===== config.mk =====
export PLATFORM = sky130hd
export DESIGN_NAME = decode_stage
export DESIGN_NICKNAME = d
export VERILOG_FILES = /design/src/rtl/decode_pkg.sv /design/src/rtl/decode_scoreboard.sv /design/src/rtl/decode_stage.sv
export SDC_FILE = /design/constraint.sdc
export NUM_CORES = 1
export LEC_CHECK = 0
export BUFFER_PORTS_ARGS = -buffer_cell sky130_fd_sc_hd__clkbuf_2
export CAP_MARGIN = 25
export CELL_PAD_IN_SITES_DETAIL_PLACEMENT = 1
export CELL_PAD_IN_SITES_GLOBAL_PLACEMENT = 1
export CORE_ASPECT_RATIO = 1.1
export CORE_UTILIZATION = 52
export CTS_BUF_LIST = sky130_fd_sc_hd__clkbuf_4
export DETAILED_ROUTE_END_ITERATION = 16
export GPL_ROUTABILITY_DRIVEN = 0
export MAX_ROUTING_LAYER = met4
export PLACE_DENSITY = 0.78
export SETUP_SLACK_MARGIN = 0.4
export SLEW_MARGIN = 20
export SYNTH_ARGS = -nofsm -noshare
export SYNTH_HDL_FRONTEND = slang
export SYNTH_HIERARCHICAL = 1
export SYNTH_SLANG_ARGS = --single-unit

===== constraint.sdc =====
create_clock -name I_CLOCK -period 5 [get_ports I_CLOCK]
set_input_delay 1 -clock I_CLOCK [delete_from_list [all_inputs] [get_ports I_CLOCK]]
set_output_delay 1 -clock I_CLOCK [all_outputs]
set_load 0.02 [all_outputs]

===== src/rtl/decode_pkg.sv =====
// Shared decode definitions: opcode map, IR field layout, instruction classes,
// branch FSM states and the DE/EX latch layout.
package decode_pkg;

    localparam int DW  = 16;
    localparam int PCW = 16;
    localparam int RIW = 4;

    localparam int OPC_LO = 24;
    localparam int DST_LO = 20;
    localparam int S1_LO  = 16;
    localparam int S2_LO  = 0;
    localparam int IMM_LO = 0;

    localparam logic [7:0] OP_ADD  = 8'h01;
    localparam logic [7:0] OP_SUB  = 8'h02;
    localparam logic [7:0] OP_AND  = 8'h03;
    localparam logic [7:0] OP_OR   = 8'h04;
    localparam logic [7:0] OP_ADDI = 8'h05;
    localparam logic [7:0] OP_MOVI = 8'h06;
    localparam logic [7:0] OP_ST   = 8'h07;
    localparam logic [7:0] OP_BR   = 8'h10;
    localparam logic [7:0] OP_BRZ  = 8'h11;
    localparam logic [7:0] OP_NOP  = 8'hFF;

    typedef struct packed {
        logic uses_src1;
        logic uses_src2;
        logic writes_dest;
        logic is_branch;
    } inst_class_t;

    typedef enum logic {IDLE = 1'b0, BR_WAIT = 1'b1} br_state_t;

    typedef struct packed {
        logic            bubble;
        logic [PCW-1:0]  pc;
        logic [7:0]      opcode;
        logic [RIW-1:0]  dest;
        logic            writes_dest;
        logic [DW-1:0]   src1;
        logic [DW-1:0]   src2;
        logic [DW-1:0]   imm;
    } de_ex_t;

    localparam de_ex_t DE_EX_BUBBLE = '{bubble: 1'b1, pc: '0, opcode: OP_NOP, dest: '0,
                                        writes_dest: 1'b0, src1: '0, src2: '0, imm: '0};

    function automatic inst_class_t class_of(input logic [7:0] op);
        inst_class_t c;
        c = '0;
        case (op)
            OP_ADD, OP_SUB, OP_AND, OP_OR: c = 4'b1110;
            OP_ADDI:                       c = 4'b1010;
            OP_MOVI:                       c = 4'b0010;
            OP_ST:                         c = 4'b1100;
            OP_BR:                         c = 4'b0001;
            OP_BRZ:                        c = 4'b1001;
            default:                       c = 4'b0000;
        endcase
        return c;
    endfunction

    // Anything outside the map (including OP_NOP) never issues.
    function automatic logic is_known(input logic [7:0] op);
        case (op)
            OP_ADD, OP_SUB, OP_AND, OP_OR, OP_ADDI,
            OP_MOVI, OP_ST, OP_BR, OP_BRZ: return 1'b1;
            default:                       return 1'b0;
        endcase
    endfunction

endpackage


===== src/rtl/decode_scoreboard.sv =====
// Per-register outstanding-writer counters with hazard queries and a sticky
// underflow flag for writebacks that arrive with no writer outstanding.
module decode_scoreboard
    import decode_pkg::*;
#(
    parameter  int NUM_REGS = 16,
    parameter  int CNT_W    = 2,
    localparam int IDX_W    = $clog2(NUM_REGS)
) (
    input  logic             gclk,
    input  logic             rst,
    input  logic             inc_en,
    input  logic [IDX_W-1:0] inc_idx,
    input  logic             dec_en,
    input  logic [IDX_W-1:0] dec_idx,
    input  logic [IDX_W-1:0] src1_idx,
    input  logic [IDX_W-1:0] src2_idx,
    input  logic [IDX_W-1:0] dest_idx,
    output logic             src1_busy,
    output logic             src2_busy,
    output logic             src1_one,
    output logic             src2_one,
    output logic             dest_full,
    output logic             underflow
);

    localparam logic [CNT_W-1:0] CNT_MAX = '1;
    localparam logic [CNT_W-1:0] CNT_ONE = CNT_W'(1);

    logic [CNT_W-1:0]    cnt [NUM_REGS];
    logic [NUM_REGS-1:0] inc_hit, dec_hit, uf_hit;

    always_comb begin
        inc_hit = '0;
        dec_hit = '0;
        uf_hit  = '0;
        for (int r = 0; r < NUM_REGS; r++) begin
            inc_hit[r] = inc_en && (inc_idx == IDX_W'(r));
            dec_hit[r] = dec_en && (dec_idx == IDX_W'(r));
            uf_hit[r]  = dec_hit[r] && !inc_hit[r] && (cnt[r] == '0);
        end
    end

    // A matching inc/dec pair cancels; a lone dec at zero saturates and flags.
    always_ff @(posedge gclk) begin
        if (rst) begin
            for (int r = 0; r < NUM_REGS; r++) cnt[r] <= '0;
            underflow <= 1'b0;
        end else begin
            for (int r = 0; r < NUM_REGS; r++) begin
                if (inc_hit[r] && !dec_hit[r])
                    cnt[r] <= cnt[r] + 1'b1;
                else if (dec_hit[r] && !inc_hit[r] && cnt[r] != '0)
                    cnt[r] <= cnt[r] - 1'b1;
            end
            if (|uf_hit) underflow <= 1'b1;
        end
    end

    assign src1_busy = (cnt[src1_idx] != '0);
    assign src2_busy = (cnt[src2_idx] != '0);
    assign src1_one  = (cnt[src1_idx] == CNT_ONE);
    assign src2_one  = (cnt[src2_idx] == CNT_ONE);
    assign dest_full = (cnt[dest_idx] == CNT_MAX);

endmodule


===== src/rtl/decode_stage.sv =====
// Decode stage: register file, scoreboard-based stall generation, branch-wait FSM
// and the DE/EX latch. Define DECODE_WB_BYPASS_EN to forward same-cycle writeback data.
module decode_stage
    import decode_pkg::*;
#(
    parameter  int NUM_REGS     = 16,
    parameter  int DATA_WIDTH   = 16,
    parameter  int SB_CNT_WIDTH = 2,
    localparam int IDX_W        = $clog2(NUM_REGS)
) (
    input  logic                  I_CLOCK,
    input  logic                  I_RESET,
    input  logic [15:0]           I_PC,
    input  logic [31:0]           I_IR,
    input  logic                  I_FetchStall,
    input  logic                  I_BranchAddrSelect,
    input  logic                  I_WriteBackEnable,
    input  logic [IDX_W-1:0]      I_WriteBackRegIdx,
    input  logic [DATA_WIDTH-1:0] I_WriteBackData,
    output logic                  O_DepStallSignal,
    output logic                  O_BranchStallSignal,
    output logic                  O_DecodeStall,
    output logic [15:0]           O_PC,
    output logic [7:0]            O_Opcode,
    output logic [3:0]            O_DestRegIdx,
    output logic                  O_WritesDest,
    output logic [DATA_WIDTH-1:0] O_Src1Value,
    output logic [DATA_WIDTH-1:0] O_Src2Value,
    output logic [DATA_WIDTH-1:0] O_Imm
);

`ifdef DECODE_WB_BYPASS_EN
    localparam bit WB_BYPASS = 1'b1;
`else
    localparam bit WB_BYPASS = 1'b0;
`endif

    logic [7:0]            opcode;
    logic [IDX_W-1:0]      dest_idx, src1_idx, src2_idx;
    inst_class_t           cls;
    br_state_t             state, state_nxt;
    logic [DATA_WIDTH-1:0] rf [NUM_REGS];
    logic [DATA_WIDTH-1:0] src1_val, src2_val;
    logic                  valid, hazard, issue;
    logic                  src1_busy, src2_busy, src1_one, src2_one, dest_full;
    logic                  byp1, byp2, src1_haz, src2_haz;
    logic                  sb_underflow;
    logic                  unused_ok;
    de_ex_t                de_ex, de_ex_nxt;

    assign opcode   = I_IR[OPC_LO +: 8];
    assign dest_idx = IDX_W'(I_IR[DST_LO +: RIW]);
    assign src1_idx = IDX_W'(I_IR[S1_LO +: RIW]);
    assign src2_idx = IDX_W'(I_IR[S2_LO +: RIW]);
    assign cls      = class_of(opcode);

    // BR_WAIT swallows every input as a bubble, so valid already masks it.
    assign valid = !I_FetchStall && (state == IDLE) && is_known(opcode);

    // The last outstanding writer retiring this cycle can feed the reader directly.
    assign byp1 = WB_BYPASS && I_WriteBackEnable && (I_WriteBackRegIdx == src1_idx) && src1_one;
    assign byp2 = WB_BYPASS && I_WriteBackEnable && (I_WriteBackRegIdx == src2_idx) && src2_one;

    assign src1_haz = cls.uses_src1 && src1_busy && !byp1;
    assign src2_haz = cls.uses_src2 && src2_busy && !byp2;
    assign hazard   = valid && (src1_haz || src2_haz || (cls.writes_dest && dest_full));
    assign issue    = valid && !hazard;

    assign O_DepStallSignal = hazard;

    decode_scoreboard #(
        .NUM_REGS (NUM_REGS),
        .CNT_W    (SB_CNT_WIDTH)
    ) u_sb (
        .gclk      (I_CLOCK),
        .rst       (I_RESET),
        .inc_en    (issue && cls.writes_dest),
        .inc_idx   (dest_idx),
        .dec_en    (I_WriteBackEnable),
        .dec_idx   (I_WriteBackRegIdx),
        .src1_idx  (src1_idx),
        .src2_idx  (src2_idx),
        .dest_idx  (dest_idx),
        .src1_busy (src1_busy),
        .src2_busy (src2_busy),
        .src1_one  (src1_one),
        .src2_one  (src2_one),
        .dest_full (dest_full),
        .underflow (sb_underflow)
    );

    // Underflow is a debug-visible sticky flag; nothing in the datapath consumes it.
    assign unused_ok = sb_underflow;

    always_ff @(posedge I_CLOCK) begin
        if (I_RESET) begin
            for (int r = 0; r < NUM_REGS; r++) rf[r] <= '0;
        end else if (I_WriteBackEnable) begin
            rf[I_WriteBackRegIdx] <= I_WriteBackData;
        end
    end

    always_comb begin
        src1_val = '0;
        src2_val = '0;
        if (cls.uses_src1) src1_val = byp1 ? I_WriteBackData : rf[src1_idx];
        if (cls.uses_src2) src2_val = byp2 ? I_WriteBackData : rf[src2_idx];
    end

    always_ff @(posedge I_CLOCK) begin
        if (I_RESET) state <= IDLE;
        else         state <= state_nxt;
    end

    always_comb begin
        state_nxt = state;
        case (state)
            IDLE:    if (issue && cls.is_branch) state_nxt = BR_WAIT;
            BR_WAIT: if (I_BranchAddrSelect)     state_nxt = IDLE;
            default: state_nxt = IDLE;
        endcase
    end

    assign O_BranchStallSignal = (state == BR_WAIT);

    always_comb begin
        de_ex_nxt = DE_EX_BUBBLE;
        if (issue) begin
            de_ex_nxt.bubble      = 1'b0;
            de_ex_nxt.pc          = I_PC;
            de_ex_nxt.opcode      = opcode;
            de_ex_nxt.dest        = I_IR[DST_LO +: RIW];
            de_ex_nxt.writes_dest = cls.writes_dest;
            de_ex_nxt.src1        = src1_val;
            de_ex_nxt.src2        = src2_val;
            de_ex_nxt.imm         = I_IR[IMM_LO +: DW];
        end
    end

    always_ff @(posedge I_CLOCK) begin
        if (I_RESET) de_ex <= DE_EX_BUBBLE;
        else         de_ex <= de_ex_nxt;
    end

    assign O_DecodeStall = de_ex.bubble;
    assign O_PC          = de_ex.pc;
    assign O_Opcode      = de_ex.opcode;
    assign O_DestRegIdx  = de_ex.dest;
    assign O_WritesDest  = de_ex.writes_dest;
    assign O_Src1Value   = de_ex.src1;
    assign O_Src2Value   = de_ex.src2;
    assign O_Imm         = de_ex.imm;

endmodule


; ---- Word-level counts from Yosys, hierarchy flattened
; Memory sizes are Yosys's and may differ from the RTL's.
; Index checks and enable logic that the tools add are counted.
[totals]
reg_bits = 79
mem_bits_rw = 288
rom_bits = 160
inputBits = 73
out_inout_bits = 80
word_cells = 422
memories = 4
[classes]
addsub = 32
eq_ne = 31
mux = 160
bitwise_logic = 36
reduce_logical = 150
[memory_table]
columns = name, words, width, read_ports, rd_ports_with_merged_regs, write_ports, line
row1 = rf, 16, 16, 2, 0, 16, decode_stage.sv:42  ; logic [DATA_WIDTH-1:0] rf [NUM_REGS];
row2 = (no name shown), 32, 4, 1, 0, 0, decode_pkg.sv:52  ; case (op)
row3 = (no name shown), 32, 1, 1, 0, 0, decode_pkg.sv:66  ; case (op)
row4 = u_sb.cnt, 16, 2, 19, 0, 16, decode_scoreboard.sv:30  ; logic [CNT_W-1:0] cnt [NUM_REGS];
[ops]
columns = cell, count
row1 = 1-bit two-way mux, 121
row2 = 1-bit logical AND, 89
row3 = 78-bit two-way mux, 1
row4 = 4-bit equality test (second input constant), 16
row5 = 2-bit two-way mux, 32
row6 = 16-bit two-way mux, 3
row7 = 2-bit nonzero test, 18
row8 = 1-bit zero test, 34
row9 = 2-bit by 1-bit adder with 2-bit output (second input constant), 16
row10 = 4-bit by 3-bit equality test with 1-bit output (second input constant), 8
row11 = 1-bit bitwise OR, 32
row12 = 2-bit by 1-bit subtractor with 2-bit output (second input constant), 16
row13 = 4-bit by 2-bit equality test with 1-bit output (second input constant), 4
row14 = 16-bit OR reduction, 1
row15 = 4-bit by 1-bit equality test with 1-bit output (second input constant), 2
row16 = 4-bit zero test, 2
row17 = 4-bit two-way mux, 2
row18 = 3-bit OR reduction, 2
row19 = 1-bit inverter, 4
row20 = 3-bit zero test, 1
row21 = 2-bit equality test (second input constant), 1
row22 = 1-bit logical OR, 2
row23 = 1-bit case mux with 2 select lines, 1
row24 = 2-bit OR reduction, 1

; ---- Longest topological paths before layout
[logic_depth]
ltp_word = 18
mapped_depth = 16
ltp_nobuf = 14

; ---- By module
; Netlist, hierarchy kept.
[by_module_without_submodules]
columns = module, n_inst, cells_per_inst, area_per_inst_um2, seq_area_each_um2
row1 = decode_stage, 1, 1063, 16351.9, 9268.9
row2 = decode_scoreboard, 1, 329, 3171.8, 980.9

; ---- Least setup slack after synthesis
; No wires, ideal clock.
[synth_timing]
kind = input to register
startpoint = input port I_IR[16]
endpoint = register u_sb/underflow (netlist name)
setup_time_ns = 0.140
t_arrival_ns = 4.307
required_time_ns = 4.860
setup_slack_ns = 0.553
stages = 13
path_buffers = 3
cell_sequence = buf_6 mux4_1 mux4_2 or2_1 and3_1 buf_2 buf_2 nor3_1 nand3_1 o211ai_1 nor3_1 a2111oi_0 a41oi_1
[synth_rtl]
columns = element, line
row1 = start: declaration, decode_stage.sv:14  ; input logic [31:0] I_IR,

==> impl_metrics.yaml <==
place:
  port_buffers: 152
  dp_slack_ns: 0.0886
  dp.cells: 1923
  place_hpwl_mm: 36.1
sta:
  slew_viol_final: 0
  setup_viol: 0
  final-hold-violation-count: 0
  max-slew-margin-rel: 0.268
  rsz0062_at_grt: "false"
  fin_crit_ns: 4.43
  skew_ns: 0.0345
  fin_crit_sh: 0.886
  fmax_mhz: 226
  layout_setup_ws_ns: 0.569
  hold_ws_ns: 0.454
  setup_tns_ns: 0
  worstMarginPinSlew_ns: 1.10
detailed_routing:
  drtPass1Iterations: 6
  drt-vias-per-instance: 6.33
  wl_mm: 60.2
  drc: 0
  routedWlPerCell_um: 28.8
  drt_iter0_markers: 1189
  via_count: 13300
  ant_nets: 0
setup_path:
  end_kind: "primary output"
  cp-start-kind: "register"
  crit_buf_inv: 1
  path_max_fanout: 7
  slowest_delay_ns: 0.57
  path_class: "register to primary output"
  crit_required_ns: 4.00
  crit_arrival_ns: 3.43
  cp_slowest_cell: "mux4_1"
  critPathTopFamily: "multiplexers"
  cp_cell_sequence: "mux4_1 > mux4_2 > or2_1 > nor2_1 > o221ai_1 > a22oi_1 > a21oi_1 > clkbuf_2"
power:
  p_seq_frac: 0.515
  switchingPower_mw: 1.79
  swShare: 0.262
  ir_drop_mv: 0.160
  total_power_mw: 6.85
  p_per_area_nw_per_um2: 316
  p_comb_frac: 0.113
  p_clk_frac: 0.373
  cell_internal_pwr_mw: 5.05
  power_leakage_nw: 7.98
clock_tree:
  cts_buffers: 94
  cts_tree: "built"
  cts_buffer_depth: 3
  clock_sinks: 367
  cts_resized: 0
  h-tree-depth: 3
  clkLatencyLatePin_ns: 0.80
  root_buffer: "clkbuf_4"
  cts.reportedPaths.clkPinSlew_ns: 0.08
yosys:
  synth.avg_cell_area_um2: 14.2
  synth_nets: 1444
  syn-instance-count: 1366
  syn_area_um2: 19400
  ys_warn_count: 6
floorplanning:
  die_area_um2: 38000
  fp.dieH_um: 204
  num_rows: 73
  io_pins: 153
  coreArea_um2: 36400
  initial_core_util: 0.531
  die_w_um: 186
job:
  max_cap_viol_count: 0
global_routing:
  grt_pass1_wl_mm: 88.4
  grt_pass1_vias: 14100
  grt_overflow: 0
  grt_max_degree: 79
  antenna_found_initial: 3
  gr-usage-all-layers: 0.336
layout:
  multiInputGateArea_um2: 8570
  fillerInstances: 3571
  final_nets: 1615
  final_cell_count_no_fill: 2095
  drive_above_1_share: 0.357
  seqCellArea_um2: 10200
  syn_to_final_growth_pct: 11.9
outcome:
  outcome: "completed"
worst_hold_path:
  hold_class: "input pin to register"
## registers in the layout (all words and copies together), names as in the netlist, 4 cells and up
register,count
rf,256
u_sb/cnt,32
O_Imm,16
O_PC,16
O_Src1Value,16
O_Src2Value,16
O_Opcode,8
O_DestRegIdx,4
## power groups by stage
stage	clock network [mW]	registers, mW	logic (mW)
floorplan	0	3.54	0.522
global placement	0	3.57	0.737
detailed placement	0	3.59	0.761
CTS	2.61	3.52	0.767
global route	2.74	3.54	0.812
finish	2.55	3.53	0.772
## metrics by stage
stage               instance area (µm²)  utilization
finish                            21700        0.595
global route                      21700        0.594
CTS                               21600        0.593
detailed placement                20500        0.561
global placement                  20500        0.561
floorplan                         19400            -
## cells in the final DEF (no fill, tap or decap), types with 7 or more instances in the layout
| master | instances |
|---|---|
| clkbuf_4 | 132 |
| mux4_2 | 134 |
| nand2_1 | 34 |
| edfxtp_1 | 288 |
| mux2i_1 | 65 |
| nand2b_1 | 9 |
| nor4_2 | 10 |
| nor2_1 | 58 |
| a21oi_1 | 23 |
| and2_1 | 260 |
| dfxtp_1 | 79 |
| nor3b_1 | 17 |
| buf_4 | 41 |
| nand3_1 | 8 |
| nand3b_1 | 18 |
| o21ai_0 | 20 |
| mux4_1 | 16 |
| inv_1 | 7 |
| nor3b_2 | 19 |
| mux2_2 | 37 |
| clkbuf_2 | 148 |
| or2_2 | 22 |
| nor3_1 | 29 |
| clkinv_1 | 21 |
## per-layer routing
| metal | share of wire | track usage |
|---|---|---|
| met1 | 0.38 | 0.405 |
| met2 | 0.50 | 0.538 |
| met3 | 0.094 | 0.0834 |
| met4 | 0.030 | 0.142 |
| met5 | 0 | - |
## area by class of cell
class | count | area share
sequential | 367 | 0.472
multi-input combinational | 877 | 0.396
timing repair buffer | 190 | 0.0486
clock buffer | 132 | 0.0457
tap | 487 | 0.0281
clock inverter | 31 | 0.00809
inverter | 7 | 0.00121
antenna | 4 | 0.000462
## repair_timing
action,in CTS,in global routing
hold buffers,0,0
endpoints found under the setup margin,0,1
endpoints found under the hold margin,0,0
setup buffers,0,5
## worst paths after layout
check | start | to | slack, ns | cells after the start
max | u_sb/cnt[6][1]$_SDFFCE_PN0P_ | O_DepStallSignal | 0.57 | 8
min | I_PC[0] | O_PC[0]$_SDFF_PP0_ | 0.45 | 2
max reg2reg | u_sb/cnt[6][1]$_SDFFCE_PN0P_ | u_sb/cnt[15][1]$_SDFFCE_PP0P_ | 0.78 | 13
min reg2reg | O_BranchStallSignal$_SDFF_PP0_ | O_BranchStallSignal$_SDFF_PP0_ | 0.52 | 2
(Power assumes the default switching activity.)
